File: config.mk
export PLATFORM = sky130hd
export DESIGN_NAME = alu_issue_stage
export DESIGN_NICKNAME = d
export VERILOG_FILES = /design/src/rtl/alu_pkg.sv /design/src/rtl/regfile_8x8.sv /design/src/rtl/alu_issue_stage.sv
export SDC_FILE = /design/constraint.sdc
export NUM_CORES = 1
export LEC_CHECK = 0
export ABC_AREA = 1
export BUFFER_PORTS_ARGS = -buffer_cell sky130_fd_sc_hd__buf_2
export CAP_MARGIN = 20
export CORE_UTILIZATION = 57
export DETAILED_ROUTE_END_ITERATION = 6
export PLACE_DENSITY = 0.91
export REMOVE_ABC_BUFFERS = 1
export SKIP_LAST_GASP = 1
export SLEW_MARGIN = 30
export SYNTH_ARGS = -nofsm -noshare
export SYNTH_HDL_FRONTEND = slang
export SYNTH_SLANG_ARGS = --single-unit
File: constraint.sdc
create_clock -name clk -period 2.4 [get_ports clk]
set_clock_uncertainty 0.2 [all_clocks]
set_input_delay 0.24 -clock clk [delete_from_list [all_inputs] [get_ports clk]]
set_output_delay 0.24 -clock clk [all_outputs]
set_load 0.01 [all_outputs]
File: src/rtl/alu_pkg.sv
// Shared ALU select codes, widths, instruction field positions and stage structs.
// Pure declarations; no latency or backpressure of its own.
// Imported by the issue stage and its register file.
package alu_pkg;

  localparam int NREGS   = 8;
  localparam int DW      = 8;
  localparam int RW      = 32;
  localparam int AW      = 3;
  localparam int INSTR_W = 16;

  localparam logic [3:0] ALU_AND  = 4'b0000;
  localparam logic [3:0] ALU_OR   = 4'b0001;
  localparam logic [3:0] ALU_ADD  = 4'b0010;
  localparam logic [3:0] ALU_SUB  = 4'b0011;
  localparam logic [3:0] ALU_XOR  = 4'b0100;
  localparam logic [3:0] ALU_NOR  = 4'b0101;
  localparam logic [3:0] ALU_SLL  = 4'b0110;
  localparam logic [3:0] ALU_SRL  = 4'b0111;
  localparam logic [3:0] ALU_SRA  = 4'b1000;
  localparam logic [3:0] ALU_MUL  = 4'b1001;
  localparam logic [3:0] ALU_DIV  = 4'b1010;
  localparam logic [3:0] ALU_MOD  = 4'b1011;
  localparam logic [3:0] ALU_SLT  = 4'b1100;
  localparam logic [3:0] ALU_SLTU = 4'b1101;
  localparam logic [3:0] ALU_NE   = 4'b1110;
  localparam logic [3:0] ALU_EQ   = 4'b1111;

  // Instruction word layout; bit 15 set selects LI, clear selects OP.
  localparam int OPC_BIT   = 15;
  localparam int LI_RD_HI  = 14;
  localparam int LI_RD_LO  = 12;
  localparam int IMM_HI    = 7;
  localparam int IMM_LO    = 0;
  localparam int OP_SEL_HI = 14;
  localparam int OP_SEL_LO = 11;
  localparam int OP_RD_HI  = 10;
  localparam int OP_RD_LO  = 8;
  localparam int RS1_HI    = 7;
  localparam int RS1_LO    = 5;
  localparam int RS2_HI    = 4;
  localparam int RS2_LO    = 2;

  typedef struct packed {
    logic          is_li;
    logic [3:0]    sel;
    logic [AW-1:0] li_rd;
    logic [AW-1:0] op_rd;
    logic [AW-1:0] rs1;
    logic [AW-1:0] rs2;
    logic [DW-1:0] imm;
  } dec_t;

  typedef struct packed {
    logic [3:0]    sel;
    logic [DW-1:0] a;
    logic [DW-1:0] b;
    logic [AW-1:0] rd;
  } ex_t;

endpackage

File: src/rtl/regfile_8x8.sv
// 8x8 register file: one write port, two operand read ports, one debug read port.
// Reads are combinational; the write lands on the rising edge.
// No backpressure; the caller gates the write enable.
module regfile_8x8
  import alu_pkg::*;
(
  input  logic          clk,
  input  logic          rst_n,
  input  logic          we,
  input  logic [AW-1:0] waddr,
  input  logic [DW-1:0] wdata,
  input  logic [AW-1:0] raddr1,
  output logic [DW-1:0] rdata1,
  input  logic [AW-1:0] raddr2,
  output logic [DW-1:0] rdata2,
  input  logic [AW-1:0] dbg_addr,
  output logic [DW-1:0] dbg_data
);

  logic [DW-1:0] mem [NREGS];

  always_ff @(posedge clk or negedge rst_n) begin
    if (!rst_n) begin
      for (int i = 0; i < NREGS; i++) begin
        mem[i] <= '0;
      end
    end else if (we) begin
      mem[waddr] <= wdata;
    end
  end

  assign rdata1   = mem[raddr1];
  assign rdata2   = mem[raddr2];
  assign dbg_data = mem[dbg_addr];

endmodule

File: src/rtl/alu_issue_stage.sv
// Issue/operand stage feeding an external combinational ALU, with result register and writeback.
// Latency: accepted at edge N, result in res_data and register file after edge N+1.
// Backpressure: res_ready low with a held result freezes EX/RS and drops instr_ready.
module alu_issue_stage
  import alu_pkg::*;
(
  input  logic               clk,
  input  logic               rst_n,
  input  logic               instr_valid,
  output logic               instr_ready,
  input  logic [INSTR_W-1:0] instr,
  output logic [DW-1:0]      alu_a,
  output logic [DW-1:0]      alu_b,
  output logic [3:0]         alu_sel,
  input  logic [RW-1:0]      alu_result,
  output logic               res_valid,
  input  logic               res_ready,
  output logic [RW-1:0]      res_data,
  output logic [AW-1:0]      res_rd,
  output logic               res_zero,
  input  logic [AW-1:0]      dbg_addr,
  output logic [DW-1:0]      dbg_data
);

  logic          adv;
  logic          ex_valid;
  ex_t           ex_q;
  ex_t           ex_d;
  dec_t          dec;
  logic [DW-1:0] rf_rd1;
  logic [DW-1:0] rf_rd2;
  logic [DW-1:0] opnd_a;
  logic [DW-1:0] opnd_b;
  logic          fwd1;
  logic          fwd2;
  logic          rf_we;
  logic          unused_instr_bits;

  assign adv         = !res_valid || res_ready;
  assign instr_ready = adv;

  always_comb begin
    dec       = '0;
    dec.is_li = instr[OPC_BIT];
    dec.sel   = instr[OP_SEL_HI:OP_SEL_LO];
    dec.li_rd = instr[LI_RD_HI:LI_RD_LO];
    dec.op_rd = instr[OP_RD_HI:OP_RD_LO];
    dec.rs1   = instr[RS1_HI:RS1_LO];
    dec.rs2   = instr[RS2_HI:RS2_LO];
    dec.imm   = instr[IMM_HI:IMM_LO];
  end

  assign unused_instr_bits = ^instr[1:0];

  regfile_8x8 u_rf (
    .clk      (clk),
    .rst_n    (rst_n),
    .we       (rf_we),
    .waddr    (ex_q.rd),
    .wdata    (alu_result[DW-1:0]),
    .raddr1   (dec.rs1),
    .rdata1   (rf_rd1),
    .raddr2   (dec.rs2),
    .rdata2   (rf_rd2),
    .dbg_addr (dbg_addr),
    .dbg_data (dbg_data)
  );

  // The EX result is written on the same edge this operand is captured, so the
  // register file still holds the old value; take it straight off the ALU.
  assign fwd1   = ex_valid && adv && (ex_q.rd == dec.rs1);
  assign fwd2   = ex_valid && adv && (ex_q.rd == dec.rs2);
  assign opnd_a = fwd1 ? alu_result[DW-1:0] : rf_rd1;
  assign opnd_b = fwd2 ? alu_result[DW-1:0] : rf_rd2;

  always_comb begin
    ex_d = '0;
    if (dec.is_li) begin
      ex_d.a   = dec.imm;
      ex_d.b   = '0;
      ex_d.sel = ALU_ADD;
      ex_d.rd  = dec.li_rd;
    end else begin
      ex_d.a   = opnd_a;
      ex_d.b   = opnd_b;
      ex_d.sel = dec.sel;
      ex_d.rd  = dec.op_rd;
    end
  end

  always_ff @(posedge clk or negedge rst_n) begin
    if (!rst_n) begin
      ex_valid <= 1'b0;
      ex_q     <= '0;
    end else if (adv) begin
      ex_valid <= instr_valid;
      if (instr_valid) begin
        ex_q <= ex_d;
      end
    end
  end

  assign rf_we = adv && ex_valid;

  always_ff @(posedge clk or negedge rst_n) begin
    if (!rst_n) begin
      res_valid <= 1'b0;
      res_data  <= '0;
      res_rd    <= '0;
      res_zero  <= 1'b0;
    end else if (adv) begin
      res_valid <= ex_valid;
      if (ex_valid) begin
        res_data <= alu_result;
        res_rd   <= ex_q.rd;
        res_zero <= (alu_result == '0);
      end
    end
  end

  assign alu_a   = ex_q.a;
  assign alu_b   = ex_q.b;
  assign alu_sel = ex_q.sel;

endmodule

### Word-level counts from Yosys, hierarchy flattened

Cells that the tools add are included.

| word-level totals | value |
|---|---|
| bits in writable memories | 0 |
| bits in registers | 125 |
| bits of input ports | 55 |
| bits in latches | 0 |
| output and inout port bits | 66 |
| word-level logic and storage cells | 52 |
| memories kept | 0 |
| bits in read-only memories | 0 |

| operators by class | value |
|---|---|
| shifts and indexed selects | 0 |
| divide/modulo/power cells | 0 |
| bitwise operators | 4 |
| mux-type cells | 15 |
| $add $sub $neg | 0 |
| $lt $le $gt $ge | 5 |
| multiply operators | 0 |
| eq/ne operators | 2 |
| reduce and logical (&&, ||, !) cells | 9 |

Operators by type and width:

| kind | count |
|---|---|
| binary-select mux 8 bit (select 3 bit) | 3 |
| 2-to-1 mux 8 bit | 9 |
| bitwise mux 64 bit | 1 |
| logical NOT 32 bit | 1 |
| demux 8 bit (select 3 bit) | 1 |
| 2-to-1 mux 23 bit | 1 |
| greater-or-equal comparator 4 bit, second input constant | 4 |
| NOT 3 -> 4 bit | 4 |
| == test 3 bit | 2 |
| logical AND 1 bit | 4 |
| less-than comparator 4 x 1 -> 1 bit, second input constant | 1 |
| AND reduction 2 bit | 2 |
| logical NOT 1 bit | 1 |
| logical OR 1 bit | 1 |

### Depth between registers and ports, before layout

Gate-level depths: netlist (run 1).

| depth | value |
|---|---|
| depth in word-level cells | 6 |
| mapped depth | 11 |

### By module

Synthesis (run 1) repeated with hierarchy kept, for this count alone.

| second synthesis, totals | value |
|---|---|
| cells, all modules | 1131 |
| area, all modules | 7664.9 µm² |

By module, submodules not included:

| module | instances | cells an instance | seq. area each (µm²) | area an instance (µm²) |
|---|---|---|---|---|
| regfile_8x8 | 1 | 739 | 1601.5 | 4414.2 |
| alu_issue_stage | 1 | 392 | 1526.5 | 3250.6 |

### Least setup slack after synthesis (run 1)

OpenSTA, ideal clock, no wires.

| timing path | value |
|---|---|
| path type | flip-flop to flip-flop |
| start point | register res_valid |
| end point | register u_rf.mem[13] (netlist bit) |
| path buffers | 2 |
| cell stages (with the launch flop) | 9 |
| setup time | 0.128 ns |
| arrival | 1.263 ns |
| data required time | 2.072 ns |
| slack | 0.809 ns |
| period minus slack after synthesis | 1.591 ns |
| path through | dfrtp_1 -> nand2_4 -> nand2_4 -> inv_8 -> buf_12 -> nand4_4 -> buf_6 -> nand2_1 -> o21ai_2 |

| on the way | value |
|---|---|
| cells in the longest elaborated chain, start to end | 3 |

RTL lines:

| element | RTL line | text |
|---|---|---|
| start, declared | alu_issue_stage.sv:16 | `output logic res_valid,` |
| start signal, assigned | alu_issue_stage.sv:112 | `res_valid <= ex_valid;` |
| logical NOT 1 bit | alu_issue_stage.sv:39 | `assign adv = !res_valid \|\| res_ready;` |
| logical OR 1 bit | alu_issue_stage.sv:39 |  |
| via instr_ready | alu_issue_stage.sv:10 | `output logic instr_ready,` |
| logical AND 1 bit | alu_issue_stage.sv:103 | `assign rf_we = adv && ex_valid;` |
| end signal, assigned by index | regfile_8x8.sv:28 | `mem[waddr] <= wdata;` |
| end, declared | regfile_8x8.sv:20 | `logic [DW-1:0] mem [NREGS];` |

The timed path passes the listed nets, and every way through them passes these cells.
A chain may end at the register's enable or synchronous reset.

### Worst setup path after layout (run 1)

| timing path | value |
|---|---|
| start point | input res_ready |
| end point | register ex_q[0] (netlist bit) |

| on the way | value |
|---|---|
| cells in the longest elaborated chain, start to end | 2 |

RTL lines:

| element | RTL line | text |
|---|---|---|
| start, declared | alu_issue_stage.sv:17 | `input logic res_ready,` |
| logical OR 1 bit | alu_issue_stage.sv:39 |  |
| AND reduction 2 bit (no source line) | - |  |
| end signal, assigned | alu_issue_stage.sv:94 | `ex_q <= '0;` |
| end signal, assigned | alu_issue_stage.sv:98 | `ex_q <= ex_d;` |
| end, declared | alu_issue_stage.sv:27 | `ex_t ex_q;` |

Every way passes these cells.

==> key figures, run 1 <==
Die
  – Die width: between 100 and 150 µm
  – IO Count: between 100 and 150
  – FP Rows: 40
  – Full die area: ~13,000 µm²
  – Initial Util: 59.17%
  – Die Y: ~110 µm
  – Core area: about 12,000 µm²

Synthesis
  – Mapped Cells: between 900 and 1,000
  – Distinct cell type count after synthesis: 34
  – Synthesized cell area: a little over 7000 µm²
  – Mean Syn Cell Area: approximately 7.5 µm²
  – Flops & latches, synth: ~130
  – Ys Warns: 0
  – Post-synthesis sequential area ratio: a little over two fifths
  – Post-synth EDFFs: 0
  – Async SR Flop Fraction: between 90% and 100%
  – Synth top area cells: dfrtp_1 44%, nand2_1 15%, o21ai_0 9.8%, nand3_1 7.1%, inv_1 3.0%
  – Ys flop type: dfrtp_1
  – Post-synth top area share: 43.65%
  – Synth area leader: dfrtp_1

Power
  – LEAKAGE: 0.004361 µW
  – Clock network power share: a little under a third
  – Switching share of total power: 37.50%
  – Seq pwr share: roughly 41%
  – Logic pwr share: between 20% and 30%
  – Cell-internal power: between 5000 and 6000 µW
  – PwrDens: 1034 nW/µm²
  – Peak VDD IR: approximately 0.76 mV
  – Psw: approximately 3400 µW

Routing
  – 1st-iter DRT viols: 972
  – Drt pass-1 iters: 7
  – Vias per cell: approximately 6.0
  – Final ANT Viol Nets: 0
  – Residual DRC count: 0
  – Vias after detailed routing: around 7,500
  – Routed WL: about 23 mm
  – Routed wire per std cell: around 18 µm

Timing
  – Worst slew pin tran: a little under 800 ps
  – Fin Setup TNS: 0 ps
  – Final setup fails: 0
  – Tmin final: ~2300 ps
  – F_max: ~440 MHz
  – RSZ-0062 raised after global routing: no
  – Final Max Slew Viols: 0
  – Final Hold Vio Count: 0
  – Slew Limit Headroom: between 40% and 50%
  – Fin crit share: 93.95%

Final layout
  – Layout cells sized above 1: around a fifth
  – Syn-to-layout area delta: 21.44%
  – NumNets Final: between 1,000 and 1,500
  – Core Util, Final: a little under three quarters

Clock network
  – CTS H-Tree Depth: 4
  – Clock root buffer: clkbuf_16
  – Maximum root-to-sink buffer count: 2
  – Clk Latency, worst-skew pair: 430 ps
  – CTS tree: built
  – TritonCTS buffer count: 17
  – CTS clock-pin slew for the worst setup and hold paths: ~60 ps
  – TritonCTS Sinks: approximately 130

Global route
  – GRT overflow: 0
  – Initial antenna violation count: 0
  – First-pass GRT wire length: roughly 37 mm
  – Vias in the first global route: 7,436
  – Total track usage: a little under two fifths
  – Largest net degree at the start of global routing: 58

Setup path
  – Setup crit end kind: register
  – CP Class: input pin to register
  – CP required: ~2500 ps
  – Arrival @ worst endpoint: about 2400 ps
  – Register-to-Register Path Depth: 7
  – Worst Path Max Fanout: 31
  – R2R setup slack: around 270 ps
  – CP Launch Type: input pin

Placed design
  – Detailed placement HPWL: between 10 and 15 mm
  – Global placer's final weighted congestion: 0.9497
  – Port Buf Inserts: 120

Job
  – Max Cap Viol: 0

Outcome
  – Status: finished clean

Hold path
  – Hold Crit Depth: 3
  – Min-delay worst type: input pin to register
[path summary, 6_finish.rpt]
| path | to | startpoint |
|---|---|---|
| min | ex_q[1]$_DFFE_PN0P_ | instr[15] |
| max reg2reg | ex_q[0]$_DFFE_PN0P_ | res_valid$_DFFE_PN0N_ |
| min in group asynchronous | res_data[1]$_DFFE_PN0P_ | rst_n |
| min reg2reg | res_data[6]$_DFFE_PN0P_ | res_data[6]$_DFFE_PN0P_ |
| max in group asynchronous | ex_q[0]$_DFFE_PN0P_ | rst_n |
| max | ex_q[0]$_DFFE_PN0P_ | res_ready |
[power by group through the flow]
stage	Combinational [µW]	Clock, µW	Sequential, µW
after global placement	2370	0	3580
after CTS	2570	2700	3600
after detailed placement	2480	0	3600
after floorplan	1530	0	3510
after global routing	2960	2810	3720
final	2630	2720	3660
[sequential cells by signal (all words and copies together) (netlist names)]
register and cells:
u_rf.mem 64, res_data 32, alu_a 8, alu_b 8
alu_sel 4, ex_q 3, res_rd 3, ex_valid 1
res_valid 1, res_zero 1
[layout make-up]
cell class,instances,area [µm²]
Sequential cell,125,3128
Antenna cell,1,2.502
Multi-Input combinational cell,673,3267
Fill cell,896,3408
Timing Repair Buffer,181,1189
Clock buffer,21,480.5
Tap cell,168,210.2
Inverter,72,290.3
Clock inverter,10,136.4
[cell usage in the layout (no fill, tap or decap), types with 7 or more instances in the layout]
master,count
a21oi_1,42
o21ai_1,17
nor2_1,34
buf_4,19
dlygate4sd3_1,41
inv_2,7
inv_1,57
o21ai_0,141
dfrtp_1,125
o21ai_2,8
clkbuf_16,17
nand4_4,8
nand2_1,281
buf_2,119
nand3_1,102
[worst max-delay path, stage by stage]
cell,delay [ps]
dlygate4sd3_1,540
buf_2,130
inv_2,60
nand2_4,70
nand2_2,90
buf_4,320
inv_1,180
nor2_1,120
a31oi_1,50
dlygate4sd3_1,560
[Yosys cell counts (6+ instances only)]
library cell    n
nand2_1       281
o21ai_0       141
dfrtp_1       125
nand3_1       102
inv_1          57
a21oi_1        42
nor2_1         34
clkbuf_1       27
buf_2          24
buf_4          23
o21ai_1        17
nand4_4         8
o21ai_2         8
inv_2           7
buf_6           6
nand4_1         6
o21bai_1        6
[cell families (layout without fill, tap and decap cells)]
logic type,after synthesis,in the layout,synth area share [%]
other cells,0,1,0
flops,125,125,43.65
compound gates,226,226,16.79
buf+inv,153,284,10.77
simple gates,444,444,28.32
xor+xnor,3,3,0.4715
[repair_timing]
item / in CTS / in global routing
hold buffers: 41 / 0
gates resized for setup: 0 / 0
endpoints found under the hold margin: 166 / 0
buffers inserted: 0 / 0
[stage by stage]
stage / setup slack [ps] / instances / area (µm²) / power (µW) / hold WS (ps)
after detailed placement: 566.1 / 1178 / 7674 / 6081 / -34.04
after global placement: 626.4 / 1178 / 7674 / 5955 / -39.86
after floorplan: 546.5 / 870 / 6685 / 5039 / -255.6
final: 145.2 / 1251 / 8703 / 8999 / 2.757
after CTS: 232.6 / 1250 / 8701 / 8867 / 5.548
after global routing: 67.73 / 1250 / 8701 / 9486 / 26.81
[metal layers]
metal	vias to the layer above	track usage, %	wire [µm]
met5	-	0	0
met3	114	9.899	2424
li1	3348	-	-
met1	3490	43.51	8213
met4	0	21.47	1135
met2	530	62.95	11140
Power figures use the tool's default switching activity.
==> run 2, diff against run 1 <==
--- a/config.mk
+++ b/config.mk
@@ -10,10 +10,11 @@
 export CAP_MARGIN = 20
 export CORE_UTILIZATION = 57
 export DETAILED_ROUTE_END_ITERATION = 6
-export PLACE_DENSITY = 0.91
+export PLACE_DENSITY = 0.9
 export REMOVE_ABC_BUFFERS = 1
 export SKIP_LAST_GASP = 1
 export SLEW_MARGIN = 30
 export SYNTH_ARGS = -nofsm -noshare
 export SYNTH_HDL_FRONTEND = slang
+export SYNTH_HIERARCHICAL = 1
 export SYNTH_SLANG_ARGS = --single-unit
==> key figures, run 2 <==
Outcome
  – Status: complete, but fails checks
  – Failing checks: design-rule violations

Synthesis
  – Post-synth top area share: 40.81% (-2.8 points)
  – Ys Warns: 6 (+6)
  – Synth area leader: dfrtp_1
  – Mean Syn Cell Area: 6.777 µm² (-10%)
  – Top-count cell post-synth: nand2_1
  – Ys flop type: dfrtp_1
  – Distinct cell type count after synthesis: 28 (-18%)
  – Async SR Flop Fraction: 100.0% (unchanged)
  – Synth top area cells: dfrtp_1 41%, nand2_1 25%, nand3_1 8.9%, inv_1 6.7%, o21ai_0 4.9%
  – Mapped Cells: 1,131 (+19%)
  – Post-synthesis sequential area ratio: 40.81% (-2.8 points)
  – Post-synth EDFFs: 0 (unchanged)
  – Synth cell count leaders: 507 x nand2_1, 137 x inv_1, 136 x nand3_1
  – Flops & latches, synth: 125 (unchanged)
  – Synthesized cell area: 7665 µm² (+6.9%)

Timing
  – Tmin final: 2218 ps (-37.22 ps)
  – Final Hold Vio Count: 0 (unchanged)
  – Fin crit share: 92.40% (-1.6 points)
  – Final setup fails: 0 (unchanged)
  – Slew Limit Headroom: 53.70% (+6.1 points)
  – F_max: 450.9 MHz (+1.7%)
  – Final Max Slew Viols: 0 (unchanged)
  – Fin Setup TNS: 0 ps (unchanged)
  – Worst slew pin tran: 693.7 ps (-92.02 ps)
  – RSZ-0062 raised after global routing: no
  – Final worst slack: 182.4 ps (+37.22 ps)

Placed design
  – Global placer's final weighted congestion: 0.9078 (-4.4%)
  – Port Buf Inserts: 120 (unchanged)
  – Detailed placement HPWL: 14.64 mm (+6.3%)
  – Total placed cells including tap cells: 1,368 (+16%)
  – Worst slack at placement: 359.5 ps (-206.6 ps)

Routing
  – Vias per cell: 5.885 (-1.6%)
  – Drt pass-1 iters: 7 (unchanged)
  – Routed WL: 25.70 mm (+12%)
  – 1st-iter DRT viols: 1,484 (+53%)
  – Final ANT Viol Nets: 0 (unchanged)
  – Routed wire per std cell: 17.78 µm (-2.9%)
  – Residual DRC count: 3 (+3)
  – Vias after detailed routing: 8,504 (+14%)

Power
  – PwrDens: 1040 nW/µm² (+0.58%)
  – LEAKAGE: 0.005261 µW (+21%)
  – Peak VDD IR: 0.5221 mV (-32%)

Clock network
  – TritonCTS Sinks: 125 (unchanged)
  – Clk Latency, worst-skew pair: 450 ps (+20 ps)
  – Clock root buffer: clkbuf_16
  – CTS H-Tree Depth: 4 (unchanged)
  – TritonCTS buffer count: 17 (unchanged)
  – CTS tree: built
  – CTS clock-pin slew for the worst setup and hold paths: 60 ps (about the same)
  – Maximum root-to-sink buffer count: 2 (unchanged)

Global route
  – Largest net degree at the start of global routing: 66 (+14%)
  – Vias in the first global route: 8,095 (+8.9%)
  – GRT overflow: 0 (unchanged)
  – First-pass GRT wire length: 41.23 mm (+11%)
  – Initial antenna violation count: 1 (+1)
  – Total track usage: 38.21% (+0.73 points)

Final layout
  – NumNets Final: 1,310 (+16%)
  – Most common cell after layout, fill and taps aside: nand2_1
  – Finished Layout Cells: 1,445 (+16%)
  – Layout cells sized above 1: 16.32% (-3.2 points)
  – FF+latch area: 3128 µm² (unchanged)
  – Top Registers: u_rf/mem x64, res_data x32
  – Fillers: 977 (+9.0%)
  – Biggest register: u_rf/mem
  – Number of flip-flops in the largest register: 64 (unchanged)
  – Multi-input combinational cell area: 3516 µm² (+7.6%)
  – Syn-to-layout area delta: 20.57%
  – Commonest non-fill, non-tap cells in the layout: 507 x nand2_1, 137 x inv_1, 136 x nand3_1

Setup path
  – CP Class: input pin to register
  – Crit path from: res_ready
  – Worst R2R Start: res_valid$_DFFE_PN0N_
  – Worst Path Max Fanout: 23 (-26%)
  – CP required: 2540 ps (+30 ps)
  – Setup crit end kind: register
  – R2R setup slack: 220 ps (-50 ps)
  – Arrival @ worst endpoint: 2360 ps (about the same)
  – CP Launch Type: input pin

Die
  – Die width: 118.0 µm (+3.4%)
  – Core area: 13,190 µm² (+8.9%)
  – Die Y: 118.0 µm (+3.4%)
  – FP Rows: 42 (+5.0%)
  – Full die area: 13,910 µm² (+6.8%)
  – IO Count: 121 (unchanged)
  – Initial Util: 58.11% (-1.1 points)

Hold path
  – Min-delay worst type: input pin to register
  – Hold path startpoint: instr_valid

Job
  – Max Cap Viol: 0 (unchanged)
## run 2: cell count changes after synthesis, sizes merged, moves of 10 or more
cell | before | now
buf | 54 | 64
inv | 68 | 143
o21ai | 166 | 104
a21oi | 42 | 1
nor2 | 39 | 23
nand3 | 102 | 136
clkbuf | 27 | 10
nand4 | 14 | 2
nand2 | 287 | 516
## run 2: path summary, 6_finish.rpt
check	to	cells past startpoint
worst max-delay path	ex_q[0]$_DFFE_PN0P_	9
worst min-delay path	alu_b[3]$_DFFE_PN0P_	4
worst max register to register	ex_q[0]$_DFFE_PN0P_	6
worst min register to register	alu_b[2]$_DFFE_PN0P_	2
max in group asynchronous	alu_b[4]$_DFFE_PN0P_	3
min in group asynchronous	res_data[17]$_DFFE_PN0P_	2
## run 2: metal layers
metal  up-vias  global-route usage, %  wire length [µm]
met4         0                  26.44              1862
met1      3743                  47.23              8971
met5         -                      0                 0
met2       825                  58.64             11530
met3       220                  9.738              3331
li1       3716                      -                 -
## run 2: what timing repair did
action,in CTS,in global routing
hold buffers,44,0
setup endpoints to repair,0,1
endpoints found under the hold margin,90,0
gates resized for setup,0,1
buffers inserted,0,0
## run 2: final cells by class
type	count	area share (%)
inverters	143	5.862
multi-input cells	789	38.04
clock inverters	9	1.977
well taps	176	2.383
diodes	1	0.02708
flip-flops and latches	125	33.85
clock buffers	23	5.172
repair buffers	179	12.69
## run 2: power by group
part           switching [µW]  total [µW]  internal [µW]
Sequential                460        3330           2870
Combinational            2210        3340           1130
Clock                    1000        2930           1930
Total                    3670        9610           5940
## run 2: cell families (layout without fill, tap and decap cells)
| logic type | Yosys count | in the layout | share of synthesized area, % |
|---|---|---|---|
| compound gates | 111 | 111 | 8.505 |
| flops | 125 | 125 | 40.81 |
| buf+inv | 217 | 354 | 13.32 |
| other cells | 0 | 1 | 0 |
| simple gates | 678 | 678 | 37.37 |
## run 2: critical path, cell delays in order
cell and delay (ps):
dlygate4sd3_1 520, buf_2 100, inv_2 30, nand2_4 100, nand2_4 160, inv_2 370
o211ai_1 160, dlygate4sd3_1 580, o21ai_0 80
## run 2: through the flow
stage	total power [µW]	utilization, %	cell area (µm²)	hold slack [ps]
floorplan	5355	-	7186	-255.6
global placement	6225	61.67	8134	61.38
detailed placement	6373	61.67	8134	68.34
CTS	9378	70.02	9235	4.237
global route	10150	70.06	9241	26.73
finish	9611	70.06	9241	37.55
